<file path="config.mk">
export PLATFORM = sky130hd
export DESIGN_NAME = mem_port_arbiter
export DESIGN_NICKNAME = d
export VERILOG_FILES = /design/src/rtl/mem_port_arbiter.sv
export SDC_FILE = /design/constraint.sdc
export NUM_CORES = 1
export LEC_CHECK = 0
export ABC_CLOCK_PERIOD_IN_PS = 4900
export CAP_MARGIN = 15
export CELL_PAD_IN_SITES_DETAIL_PLACEMENT = 1
export CELL_PAD_IN_SITES_GLOBAL_PLACEMENT = 2
export CORE_MARGIN = 4
export CORE_UTILIZATION = 23
export CTS_BUF_LIST = sky130_fd_sc_hd__clkbuf_2
export DETAILED_ROUTE_END_ITERATION = 10
export MAX_ROUTING_LAYER = met4
export PLACE_DENSITY = 0.95
export SYNTH_ARGS = -nofsm -noshare
export SYNTH_HDL_FRONTEND = slang
export SYNTH_SLANG_ARGS = --single-unit
export TNS_END_PERCENT = 10
</file>
<file path="constraint.sdc">
create_clock -name clk -period 4.9 [get_ports clk]
set_clock_uncertainty 0.05 [all_clocks]
set_input_delay 0.98 -clock clk [delete_from_list [all_inputs] [get_ports clk]]
set_output_delay 0.98 -clock clk [all_outputs]
set_load 0.005 [all_outputs]
</file>
<file path="src/rtl/mem_port_arbiter.sv">
// Shares one multi-cycle SRAM between the IF and MEM pipeline ports, freezing the pipeline until both are served.
// Optional freeze-cycle performance counter enabled by defining ARB_PERF_CNT_EN.
module mem_port_arbiter #(
   parameter int WAIT_CYCLES = 4,
   parameter int AW          = 32
) (
   input  logic          clk,
   input  logic          rst,
   input  logic          if_req,
   input  logic [AW-1:0] if_addr,
   output logic [31:0]   if_rdata,
   output logic          if_ready,
   input  logic          mem_r_en,
   input  logic          mem_w_en,
   input  logic [AW-1:0] mem_addr,
   input  logic [31:0]   mem_wdata,
   output logic [31:0]   mem_rdata,
   output logic          mem_ready,
   output logic          freeze,
   output logic [AW-3:0] sram_addr,
   output logic [31:0]   sram_wdata,
   output logic          sram_we,
   output logic          sram_en,
   input  logic [31:0]   sram_rdata,
   output logic [31:0]   freeze_cycles
);

   typedef enum logic [1:0] {
      IDLE    = 2'd0,
      ACCESS  = 2'd1,
      RECOVER = 2'd2
   } state_t;

   localparam logic [3:0] WAIT_LOAD = 4'(WAIT_CYCLES - 1);

   state_t     state;
   state_t     state_next;
   logic [3:0] wait_cnt;
   logic       if_done;
   logic       mem_done;
   logic       gnt_mem;
   logic       mem_req;
   logic       if_pending;
   logic       mem_pending;
   logic       grant;
   logic       grant_mem;
   logic       access_last;
   logic       unused_addr_bits;

   assign mem_req          = mem_r_en | mem_w_en;
   assign if_pending       = if_req & ~if_done;
   assign mem_pending      = mem_req & ~mem_done;
   assign freeze           = if_pending | mem_pending;
   assign if_ready         = if_done;
   assign mem_ready        = mem_done;
   assign unused_addr_bits = ^{if_addr[1:0], mem_addr[1:0]};

   // Next-state and grant decision; MEM holds the older instruction so it wins ties.
   always_comb begin
      state_next  = state;
      grant       = 1'b0;
      grant_mem   = 1'b0;
      access_last = 1'b0;
      case (state)
         IDLE: begin
            if (mem_pending) begin
               grant      = 1'b1;
               grant_mem  = 1'b1;
               state_next = ACCESS;
            end else if (if_pending) begin
               grant      = 1'b1;
               state_next = ACCESS;
            end else begin
               state_next = IDLE;
            end
         end
         ACCESS: begin
            if (wait_cnt == 4'd0) begin
               access_last = 1'b1;
               state_next  = RECOVER;
            end else begin
               state_next  = ACCESS;
            end
         end
         RECOVER: state_next = IDLE;
         default: state_next = IDLE;
      endcase
   end

   // State, SRAM port, wait counter, read-data capture and served flags.
   always_ff @(posedge clk) begin
      if (rst) begin
         state      <= IDLE;
         wait_cnt   <= 4'd0;
         gnt_mem    <= 1'b0;
         if_done    <= 1'b0;
         mem_done   <= 1'b0;
         sram_en    <= 1'b0;
         sram_we    <= 1'b0;
         sram_addr  <= '0;
         sram_wdata <= 32'd0;
         if_rdata   <= 32'd0;
         mem_rdata  <= 32'd0;
      end else begin
         state <= state_next;
         if (grant) begin
            sram_en    <= 1'b1;
            sram_we    <= grant_mem & mem_w_en;
            sram_addr  <= grant_mem ? mem_addr[AW-1:2] : if_addr[AW-1:2];
            sram_wdata <= grant_mem ? mem_wdata : 32'd0;
            wait_cnt   <= WAIT_LOAD;
            gnt_mem    <= grant_mem;
         end else if (access_last) begin
            sram_en <= 1'b0;
            sram_we <= 1'b0;
         end else if (state == ACCESS) begin
            wait_cnt <= wait_cnt - 4'd1;
         end else begin
            sram_en <= 1'b0;
            sram_we <= 1'b0;
         end

         if (access_last && !sram_we) begin
            if (gnt_mem) begin
               mem_rdata <= sram_rdata;
            end else begin
               if_rdata <= sram_rdata;
            end
         end else begin
            mem_rdata <= mem_rdata;
         end

         // Served flags survive until the pipeline actually advances.
         if (!freeze) begin
            if_done  <= 1'b0;
            mem_done <= 1'b0;
         end else if (access_last) begin
            if (gnt_mem) begin
               mem_done <= 1'b1;
            end else begin
               if_done <= 1'b1;
            end
         end else begin
            if_done <= if_done;
         end
      end
   end

`ifdef ARB_PERF_CNT_EN
   logic [31:0] perf_cnt;

   // Saturating count of frozen cycles.
   always_ff @(posedge clk) begin
      if (rst) begin
         perf_cnt <= 32'd0;
      end else if (freeze && (perf_cnt != 32'hFFFF_FFFF)) begin
         perf_cnt <= perf_cnt + 32'd1;
      end else begin
         perf_cnt <= perf_cnt;
      end
   end

   assign freeze_cycles = perf_cnt;
`else
   assign freeze_cycles = 32'd0;
`endif

endmodule

</file>
# [Word-level counts from Yosys, hierarchy flattened]
# Index checks and enable logic that the tools add are counted.
[totals] ff_bits=137
[op_classes] reduce_logical=13 n_addsub=1 n_mux=20 bitwise_logic=10 n_eq_ne=3
[ops] operator="two-way mux 32 bit" count=1
[ops] operator="two-way mux 30 bit" count=1
[ops] operator="two-way mux 1 bit" count=13
[ops] operator="AND reduction 2 bit" count=6
[ops] operator="two-way mux 2 bit" count=4
[ops] operator="inverter 1 bit" count=5
[ops] operator="zero test 4 bit" count=1
[ops] operator="one-hot mux 2 bit (2 select lines)" count=1
[ops] operator="OR reduction 2 bit" count=2
[ops] operator="subtractor 4 x 1 -> 4 bit (second input constant)" count=1
[ops] operator="AND 1 bit" count=3
[ops] operator="inequality test 3 bit (second input constant)" count=1
[ops] operator="equality test 2 x 1 -> 1 bit (second input constant)" count=1
[ops] operator="zero test 2 bit" count=1
[ops] operator="inequality test 2 bit (second input constant)" count=1
[ops] operator="OR 1 bit" count=2
[ops] operator="nonzero test 2 bit" count=1
[ops] operator="logical AND 1 bit" count=1
[ops] operator="zero test 1 bit" count=1

# [Depth between registers and ports, before layout]
[depth] ltp_word=7 ltp_mapped=8 depth_no_buf=6

# [Worst setup path before layout]
# Ideal clock, no wire load.
[synth_path] path_type="input-to-output" startpoint="input if_req" endpoint="output freeze" required_ns=3.870 path_stages=4 setup_slack_ns=2.263 t_arrival_ns=1.607 path_cell_list="nor2b_1 clkbuf_1 nor2_1 inv_1"
[synth_via] elab_chain_cells=2
[synth_rtl] item="start: declaration" line_no="9" source="input logic if_req,"
[synth_rtl] item="AND 1 bit" line_no="51" source="assign if_pending = if_req & ~if_done;"
[synth_rtl] item="OR 1 bit" line_no="53" source="assign freeze = if_pending | mem_pending;"
[synth_rtl] item="end: declaration" line_no="19" source="output logic freeze,"
# No other way between the ends.

# [Worst setup path after layout]
[layout_path] startpoint="input mem_w_en" endpoint="output freeze"
[layout_via] elab_chain_cells=3
[layout_rtl] item="start: declaration" line_no="14" source="input logic mem_w_en,"
[layout_rtl] item="OR 1 bit" line_no="50" source="assign mem_req = mem_r_en | mem_w_en;"
[layout_rtl] item="AND 1 bit" line_no="52" source="assign mem_pending = mem_req & ~mem_done;"
[layout_rtl] item="OR 1 bit" line_no="53"
# No other way between the ends.

==> reports/results.ini <==
[status]
outcome=completed

[setup_path]
timing.rr.start=mem_ready
cp_cell_sequence=clkdlybuf4s50_1 -> o21ba_1 -> nor2_1 -> inv_1 -> clkdlybuf4s50_1
cp.buffers_inverters=3
rr_worst_depth=5
start_kind=input port
slowest_stage=clkdlybuf4s50_1
cp_max_fo=3
worstSetupEndpointType=output pin
slowest_delay_ps=490
worst_ep_arrival_time_ps=2410
critPathTopFamily=buffers and inverters
r2r_end=sram_wdata[9]
critPathKind=input port to output pin
r2r_slack_ps=2560
crit_path_frequent_cell=clkdlybuf4s50_1
required_ps=3870

[clocking]
hold_buffers=0
clockRootBuffer=clkbuf_2
ctsResizeCount=0
clk_latency_ps=670
cts.path.max_buffers=2
cts_tree=yes
htreeDepth=4
cts_inserted_buffers=17
cts_sinks=137
clk_pin_slew_worst_paths_ps=220
postCtsSetupBuffers=0

[global_routing]
grt_usage_pct=14.7
grt_pass1_wl_um=28900
gr-total-overflow=0
grt_max_degree=65
antenna_found_initial=1
grt_pass1_vias=5302

[route]
avgRoutedWirePerCell_um=16.6
drt-initial-drc-count=158
routed.top_layer=met4
met3RoutedLength_um=1400
first_pass_iters=4
wl_met2_um=8860
postRouteAntennaNets=0
routed-via-count=4986
drt-total-wl_um=18500
vias_per_cell=4.46
drcViolationCount=0
wl_met1_um=8020

[yosys]
ys_seq_area_share_pct=52.2
yosys.area.top_type=dfxtp_1
synth_cells=579
netlist_top_cells_area=dfxtp_1, nand2_1, a21oi_1
synth_warnings=0
synth.most_common_cell=dfxtp_1
synth.distinct_cells=39
syn_avg_cell_area_um2=9.08
synth_ff_type=dfxtp_1
async_flop_share_pct=0
synth_top_area_share_pct=52.2
synth-edff-count=0
synth_area_um2=5260
ys_top_cells_by_count=dfxtp_1, nand2_1, a21oi_1
synth-seq-cells=137

[pwr]
clkPwrFrac_pct=29.9
p_int_mw=2.00
pwr-share-comb_pct=24.0
p_total_mw=2.83
swShare_pct=29.2
seqPwrFrac_pct=46.1
leakagePower_nw=3.06
peakVddDrop_mv=0.112
power_density_nw_per_um2=343
p_switching_mw=0.825

[floorplan]
die_w_um=159
dieArea_um2=25300
num_rows=55
die_height_um=159
core_region_area_um2=22600
ios=296
start_util_pct=23.3

[run]
drv_cap=0

[placement]
dp_slack_ps=1430
port_buffers=259
dp_hpwl_um=13000
placedCellCount=1086
gp_congestion=0.763
place_area_um2=7920

[sta]
slew_headroom_pct=36.5
rsz0062_at_grt=no
hold_viol=0
final.setup.worst_slack_ps=1460
worst_pin_slew_ps=952
min_period_ps=3440
whs_ps=417
setup_tns_ps=0
setup_viol=0
finalCritPeriodShare_pct=70.1
drv_slew=0
fmaxAchievable_mhz=291

[cells_and_area]
area_growth_pct=56.6
fin_area_um2=8230
layoutNonFillerInstCount=1119
fin_util_pct=36.5
final_nets=955
layout-drive-gt1-share_pct=6.00

[min_path]
whs_endpoint=mem_rdata[24]
worstHoldPathCells=2
hp-start=mem_rdata[24]
hold_class=flop to flop

## worst min-delay path, stage by stage, from the launching register on
cell	delay (ps)
dfxtp_1	360
nand2_1	50
a21oi_1	50
## layer usage
layer / global-route usage [%] / vias up
met2: 24.3 / 200
met3: 5.05 / 19
met5: - / -
li1: - / 2422
met1: 17.0 / 2345
met4: 3.94 / 0
## flip-flops by register name, indices dropped and copies added (netlist names)
register / flops
gnt_mem: 1
sram_wdata: 32
mem_rdata: 32
sram_we: 1
if_ready: 1
wait_cnt: 4
state: 2
mem_ready: 1
sram_en: 1
sram_addr: 30
if_rdata: 32
## layout by cell type, fill, tap and decap left out, drive strengths merged, types with 2 or more instances in the layout
cell and count:
buf 9, clkinvlp 3, o2bb2ai 30, ha 2
clkdlybuf4s50 258, clkbuf 19, nor3 4, bufinv 5
nand2 129, clkinv 2, a211oi 2, nor3b 2
inv 8, nor2 11, nor2b 2, conb 32
and3 32, a31oi 2, a21oi 96, a22o 32
dfxtp 137
## cell type report
| cell class | count | area, um2 |
|---|---|---|
| Fill cell | 2642 | 14300 |
| Sequential cell | 137 | 2740 |
| Timing Repair Buffer | 267 | 2650 |
| Multi-Input combinational cell | 392 | 2150 |
| Tap cell | 285 | 357 |
| Clock inverter | 13 | 216 |
| Clock buffer | 19 | 95.1 |
| Inverter | 5 | 18.8 |
| Antenna cell | 1 | 2.50 |
## worst max path at each step
| stage | start | to | cells after the start |
|---|---|---|---|
| 6_report | mem_w_en | freeze | 5 |
| 5_1_grt | mem_w_en | freeze | 5 |
| 4_1_cts | mem_w_en | freeze | 5 |
| 3_5_place_dp | mem_w_en | freeze | 5 |
| 3_3_place_gp | mem_w_en | freeze | 5 |
| 2_1_floorplan | if_req | freeze | 4 |
## cell families (layout without fill, tap and decap cells)
family	count (synthesis)	in the layout	synth area share (%)
flops	137	137	52.2
xor+xnor	1	1	0.167
mux	1	1	0.214
other cells	1	33	0.0713
fa+ha+maj	2	2	0.476
buf+inv	81	304	9.26
simple gates	187	187	16.6
compound gates	169	169	21.1
## power groups by stage
stage,Sequential (mW),Combinational (mW),Clock [mW]
3_5_place_dp,1.32,0.690,0
4_1_cts,1.31,0.692,0.895
6_report,1.30,0.678,0.844
5_1_grt,1.32,0.740,0.942
3_3_place_gp,1.32,0.680,0
2_1_floorplan,1.32,0.299,0
Power figures use the tool's default switching activity.
